`config.mk`:
```
export PLATFORM = sky130hd
export DESIGN_NAME = game_sequencer
export DESIGN_NICKNAME = d
export VERILOG_FILES = /design/src/rtl/game_sequencer.sv
export SDC_FILE = /design/constraint.sdc
export NUM_CORES = 1
export LEC_CHECK = 0
export ABC_AREA = 1
export CAP_MARGIN = 5
export CORE_ASPECT_RATIO = 1.2
export CORE_MARGIN = 2
export CORE_UTILIZATION = 44
export DETAILED_ROUTE_END_ITERATION = 12
export GPL_ROUTABILITY_DRIVEN = 0
export PLACE_DENSITY = 0.73
export SYNTH_ARGS = -nofsm -noshare
export SYNTH_HDL_FRONTEND = slang
export SYNTH_SLANG_ARGS = --single-unit
```
`constraint.sdc`:
```
create_clock -name Clk -period 2.8 [get_ports Clk]
set_clock_uncertainty 0.15 [all_clocks]
set_input_delay 0.28 -clock Clk [delete_from_list [all_inputs] [get_ports Clk]]
set_output_delay 0.28 -clock Clk [all_outputs]
set_load 0.005 [all_outputs]
```
`src/rtl/game_sequencer.sv`:
```
// Duck-runner game controller: sequences core through IDLE/RUN/PAUSE/OVER,
// paces speed and BCD score from the frame tick, and tracks the high score.
//
// state | meaning
// IDLE  | power-up, waiting for the first start press
// RUN   | game active, core moving, score/speed advancing per frame
// PAUSE | game frozen, collisions ignored, everything holds
// OVER  | collision ended the game; restart locked out for OVER_FRAMES frames
module game_sequencer #(
  parameter int SCORE_DIV   = 6,
  parameter int RAMP_FRAMES = 600,
  parameter int SPEED_MIN   = 2,
  parameter int SPEED_MAX   = 8,
  parameter int OVER_FRAMES = 120
) (
  input  logic        Clk,
  input  logic        Reset,
  input  logic        frame,
  input  logic        start_pulse,
  input  logic        pause_pulse,
  input  logic        collide,
  output logic [1:0]  state,
  output logic        run_en,
  output logic        game_clear,
  output logic [3:0]  speed,
  output logic [15:0] score,
  output logic [15:0] hi_score,
  output logic        new_hi
);

  localparam int SC_W = (SCORE_DIV > 1) ? $clog2(SCORE_DIV) : 1;
  localparam int RP_W = (RAMP_FRAMES > 1) ? $clog2(RAMP_FRAMES) : 1;
  localparam int OV_W = $clog2(OVER_FRAMES + 1);

  typedef enum logic [1:0] {
    S_IDLE  = 2'b00,
    S_RUN   = 2'b01,
    S_PAUSE = 2'b10,
    S_OVER  = 2'b11
  } state_t;

  state_t          state_q, state_n;
  logic            run_en_q, run_en_n;
  logic            clear_q, clear_n;
  logic [3:0]      speed_q, speed_n;
  logic [15:0]     score_q, score_n;
  logic [15:0]     hi_q, hi_n;
  logic            new_hi_q, new_hi_n;
  logic [SC_W-1:0] score_cnt_q, score_cnt_n;
  logic [RP_W-1:0] ramp_cnt_q, ramp_cnt_n;
  logic [OV_W-1:0] over_cnt_q, over_cnt_n;
  logic            coll_q, coll_n;
  logic            start_game;

  // Packed 4-digit BCD increment with ripple carry; holds at 9999.
  function automatic logic [15:0] bcd_inc(input logic [15:0] v);
    logic [15:0] r;
    logic        carry;
    r     = v;
    carry = 1'b1;
    if (v != 16'h9999) begin
      for (int i = 0; i < 4; i++) begin
        if (carry) begin
          if (r[4*i +: 4] == 4'd9) begin
            r[4*i +: 4] = 4'd0;
          end else begin
            r[4*i +: 4] = r[4*i +: 4] + 4'd1;
            carry       = 1'b0;
          end
        end
      end
    end
    return r;
  endfunction

  always_ff @(posedge Clk or posedge Reset) begin
    if (Reset) begin
      state_q     <= S_IDLE;
      run_en_q    <= 1'b0;
      clear_q     <= 1'b0;
      speed_q     <= 4'(SPEED_MIN);
      score_q     <= 16'h0000;
      hi_q        <= 16'h0000;
      new_hi_q    <= 1'b0;
      score_cnt_q <= '0;
      ramp_cnt_q  <= '0;
      over_cnt_q  <= '0;
      coll_q      <= 1'b0;
    end else begin
      state_q     <= state_n;
      run_en_q    <= run_en_n;
      clear_q     <= clear_n;
      speed_q     <= speed_n;
      score_q     <= score_n;
      hi_q        <= hi_n;
      new_hi_q    <= new_hi_n;
      score_cnt_q <= score_cnt_n;
      ramp_cnt_q  <= ramp_cnt_n;
      over_cnt_q  <= over_cnt_n;
      coll_q      <= coll_n;
    end
  end

  always_comb begin
    state_n     = state_q;
    clear_n     = 1'b0;
    speed_n     = speed_q;
    score_n     = score_q;
    hi_n        = hi_q;
    new_hi_n    = new_hi_q;
    score_cnt_n = score_cnt_q;
    ramp_cnt_n  = ramp_cnt_q;
    over_cnt_n  = over_cnt_q;
    coll_n      = coll_q;
    start_game  = 1'b0;

    case (state_q)
      S_IDLE: begin
        if (start_pulse) start_game = 1'b1;
      end

      S_RUN: begin
        if (collide) coll_n = 1'b1;
        if (frame) begin
          if (coll_q || collide) begin
            state_n    = S_OVER;
            over_cnt_n = '0;
            // Packed BCD orders correctly as plain unsigned binary.
            if (score_q > hi_q) begin
              hi_n     = score_q;
              new_hi_n = 1'b1;
            end
          end else begin
            if (score_cnt_q == SC_W'(SCORE_DIV - 1)) begin
              score_cnt_n = '0;
              score_n     = bcd_inc(score_q);
            end else begin
              score_cnt_n = score_cnt_q + 1'b1;
            end
            if (ramp_cnt_q == RP_W'(RAMP_FRAMES - 1)) begin
              ramp_cnt_n = '0;
              if (speed_q < 4'(SPEED_MAX)) speed_n = speed_q + 4'd1;
            end else begin
              ramp_cnt_n = ramp_cnt_q + 1'b1;
            end
          end
        end else if (pause_pulse) begin
          state_n = S_PAUSE;
        end
      end

      S_PAUSE: begin
        if (start_pulse || pause_pulse) state_n = S_RUN;
      end

      S_OVER: begin
        if (frame && (over_cnt_q < OV_W'(OVER_FRAMES))) over_cnt_n = over_cnt_q + 1'b1;
        if (start_pulse && (over_cnt_q >= OV_W'(OVER_FRAMES))) start_game = 1'b1;
      end

      default: state_n = S_IDLE;
    endcase

    if (start_game) begin
      state_n     = S_RUN;
      clear_n     = 1'b1;
      score_n     = 16'h0000;
      speed_n     = 4'(SPEED_MIN);
      new_hi_n    = 1'b0;
      score_cnt_n = '0;
      ramp_cnt_n  = '0;
      over_cnt_n  = '0;
      coll_n      = 1'b0;
    end

    run_en_n = (state_n == S_RUN);
  end

  assign state      = state_q;
  assign run_en     = run_en_q;
  assign game_clear = clear_q;
  assign speed      = speed_q;
  assign score      = score_q;
  assign hi_score   = hi_q;
  assign new_hi     = new_hi_q;

endmodule
```
==> summary.txt <==
Setup path
  – R2r setup slk: 310 ps
  – Crit path DAT: 2620 ps
  – Critical R2R Capture: ramp_cnt_q[0]
  – R2r worst-path depth: 8
  – Worst path max stage delay: 710 ps
  – CP dominant cell by count: inv_1
  – Cells along the critical path: inv_1, ha_1, inv_1, o31ai_2, inv_2, nor2_4, nor2_1, a21oi_1
  – CP Launch Type: register
  – CP endpoint kind: register
  – RR Startpoint: state[1]
  – Worst Path Max Fanout: 12
  – Slowest CP cell: o31ai_2
  – WS Path Type: reg2reg
  – Data required, critical path: 2920 ps

Clock network
  – TritonCTS Buffers: 9
  – H-tree levels: 3
  – Skew-Pair Late Insertion Delay: 350 ps
  – Post-CTS sizing: 0
  – Max clock buf depth: 2
  – Post-CTS Setup Bufs: 0
  – TritonCTS clock tree: yes
  – # clock sinks: 62
  – # hold bufs at CTS: 0
  – Root Buffer: clkbuf_8
  – Reg clk slew, reported paths: 80 ps

Logic synthesis
  – Post-Synth XOR/XNOR Area: 0.0302
  – Mux share of post-synthesis cell area: 0
  – Mapped Area: 3770 um2
  – Most frequent cell after synthesis: nand2_1
  – Main combinational cell family by area after synthesis: simple AND/OR/NAND/NOR gates
  – Leading area contributor after synthesis: dfrtp_1
  – Asr flop ratio synth: 1.00
  – Prevailing post-synth register cell: dfrtp_1
  – Register bit count reported by yosys: 62
  – Yosys warns: 0
  – Compound-Gate Fraction of Synth Area: 0.111
  – Register area share after synthesis: 0.411
  – Synth Area in Adders: 0.106
  – Top cell type's share of synthesized area: 0.404
  – Syn avg cell area: 8.10 um2
  – Area contributors post-synth: dfrtp_1, nand2_1, ha_1
  – Simple-Gate Fraction of Synth Area: 0.268
  – Gate Count Post-Synth: 466
  – Synth unique cells: 36
  – Synthesized Nets: 504
  – Commonest cells in the synthesized netlist: nand2_1, dfrtp_1, inv_1
  – Post-synth EDFFs: 0

Global route
  – Largest net degree at the start of global routing: 34
  – Initial antenna violation count: 0
  – Number of global-route vias before repair: 3143
  – First-pass GRT wire length: 14.0 mm
  – Total GRT Usage: 0.189
  – Global route overflow: 0

STA
  – Hold Vio Cnt, Final: 0
  – Count of final setup violators: 0
  – Fmax: 401 MHz
  – Max transition margin: 0.464
  – Final Slew Violations: 0
  – Tmin final: 2490 ps
  – Final Cycle Share: 0.890
  – RSZ-0062 raised after global routing: false
  – TNS Setup: 0 ps
  – Worst slew pin tran: 799 ps

Floorplan
  – Die area: 9340 um2
  – Starting Density: 0.446
  – Row count: 37
  – Core area: 8470 um2
  – Num ports: 47
  – Die X: 88.6 um
  – Die Y: 105 um

Pwr
  – Leak Pwr: 2.20 nW
  – Pwr Total: 0.00458 W
  – Peak VDD IR: 443 uV
  – PD cells: 998 nW/um2

Place
  – Post-DP HPWL: 5.91 mm
  – Placed instance area: 4390 um2
  – Dpl cells: 627
  – Port bufs: 46

Cells and area
  – Fraction of layout cells with a size suffix above 1: 0.0970
  – Fin cells: 643
  – N_diodes: 0
  – Final Util: 0.541
  – Final Cell Area: 4590 um2
  – Fin nets: 559
  – Synth-to-Final Area Change: 21.5%

Drt
  – DR WL/cell: 12.3 um
  – Drt first pass iters: 5
  – Routed Antenna Nets: 0
  – Vias per Instance: 5.09
  – Initial DRC Count: 129
  – Remaining DRCs: 0
  – Routed wire length: 7.92 mm
  – Detailed-route via count: 3275

Run
  – Max-cap violations: 0

Status
  – Status: finished clean

Min path
  – Worst hold-check path type: in2async
[through the flow]
stage               worst slack [ps]  hold WS [ps]
global placement                 441           333
CTS                              312           193
finish                           309           175
global route                    30.0           274
detailed placement               261           337
floorplan                        830           318
[flip-flops by register name, summed over array words and instances, names as in the netlist]
| name | flops |
|---|---|
| score_cnt_q | 3 |
| over_cnt_q | 7 |
| speed | 4 |
| state | 2 |
| score | 16 |
| coll_q | 1 |
| game_clear | 1 |
| run_en | 1 |
| new_hi | 1 |
| hi_score | 16 |
| ramp_cnt_q | 10 |
[area by class of cell]
class	count	area, um2
multi-input cells	335	1950
repair buffers	51	510
flip-flops and latches	62	1550
clock buffers	9	124
inverters	62	233
clock inverters	7	72.6
well taps	117	146
fillers	813	3880
[worst max path at each step]
stage               slack (ps)       endpoint  cells past startpoint     start
global route                30  ramp_cnt_q[0]                      8  state[1]
CTS                        310  ramp_cnt_q[0]                      8  state[1]
global placement           440  ramp_cnt_q[0]                      8   collide
floorplan                  830         coll_q                      1     Reset
finish                     310  ramp_cnt_q[0]                      8  state[1]
detailed placement         260  ramp_cnt_q[0]                      8   collide
[per-layer routing]
layer  up-vias  wire length, um  global-route usage
met1      1562             3600               0.233
met5         -                0                   0
met4         0              163              0.0812
li1       1640                -                   -
met2        61             3910               0.317
met3        12              252              0.0360
[worst max-delay path: cells and delay by family, from the launching register on]
kind,cells,cell delay (ps)
buf+inv,3,500
simple gates,2,280
flops,1,430
fa+ha+maj,1,240
compound gates,2,820
[logic make-up (layout without fill, tap and decap cells)]
kind of cell | after synthesis | after routing
adder cells (fa/ha/maj) | 32 | 32
flip-flops | 62 | 62
AND/OR/NAND/NOR | 219 | 219
buffers and inverters | 69 | 129
AO/OA/AOI/OAI | 71 | 71
XOR/XNOR | 13 | 13
[power by group]
| part | internal (W) | switching, W | leakage, nW |
|---|---|---|---|
| Sequential | 0.00118 | 0.000331 | 0.809 |
| Combinational | 0.00100 | 0.00127 | 1.30 |
| Clock | 0.000412 | 0.000383 | 0.0956 |
[layout by cell type (no fill, tap or decap), types with 2 or more instances in the layout]
cell type,Yosys,layout
a21oi_1,25,25
nor3_1,3,3
nand3_2,5,5
nor2_1,42,42
nand4_1,21,21
inv_2,1,2
o31ai_2,2,2
dfrtp_1,61,61
clkbuf_8,0,9
a21boi_1,2,2
clkinv_2,0,2
o21ai_2,5,5
o21ai_1,8,8
nand2_1,109,109
buf_4,1,4
xnor2_1,2,2
nand2_2,3,3
xor2_1,11,11
ha_1,32,32
clkinv_1,2,2
nand3_1,24,24
nor2_4,2,2
o21a_1,3,3
inv_1,59,58
nand2_4,2,2
o31ai_1,2,2
clkinvlp_4,0,2
o21ai_0,20,20
or2_2,6,6
clkdlybuf4s50_1,0,46
No activity file was read; power rests on OpenSTA's default activity.
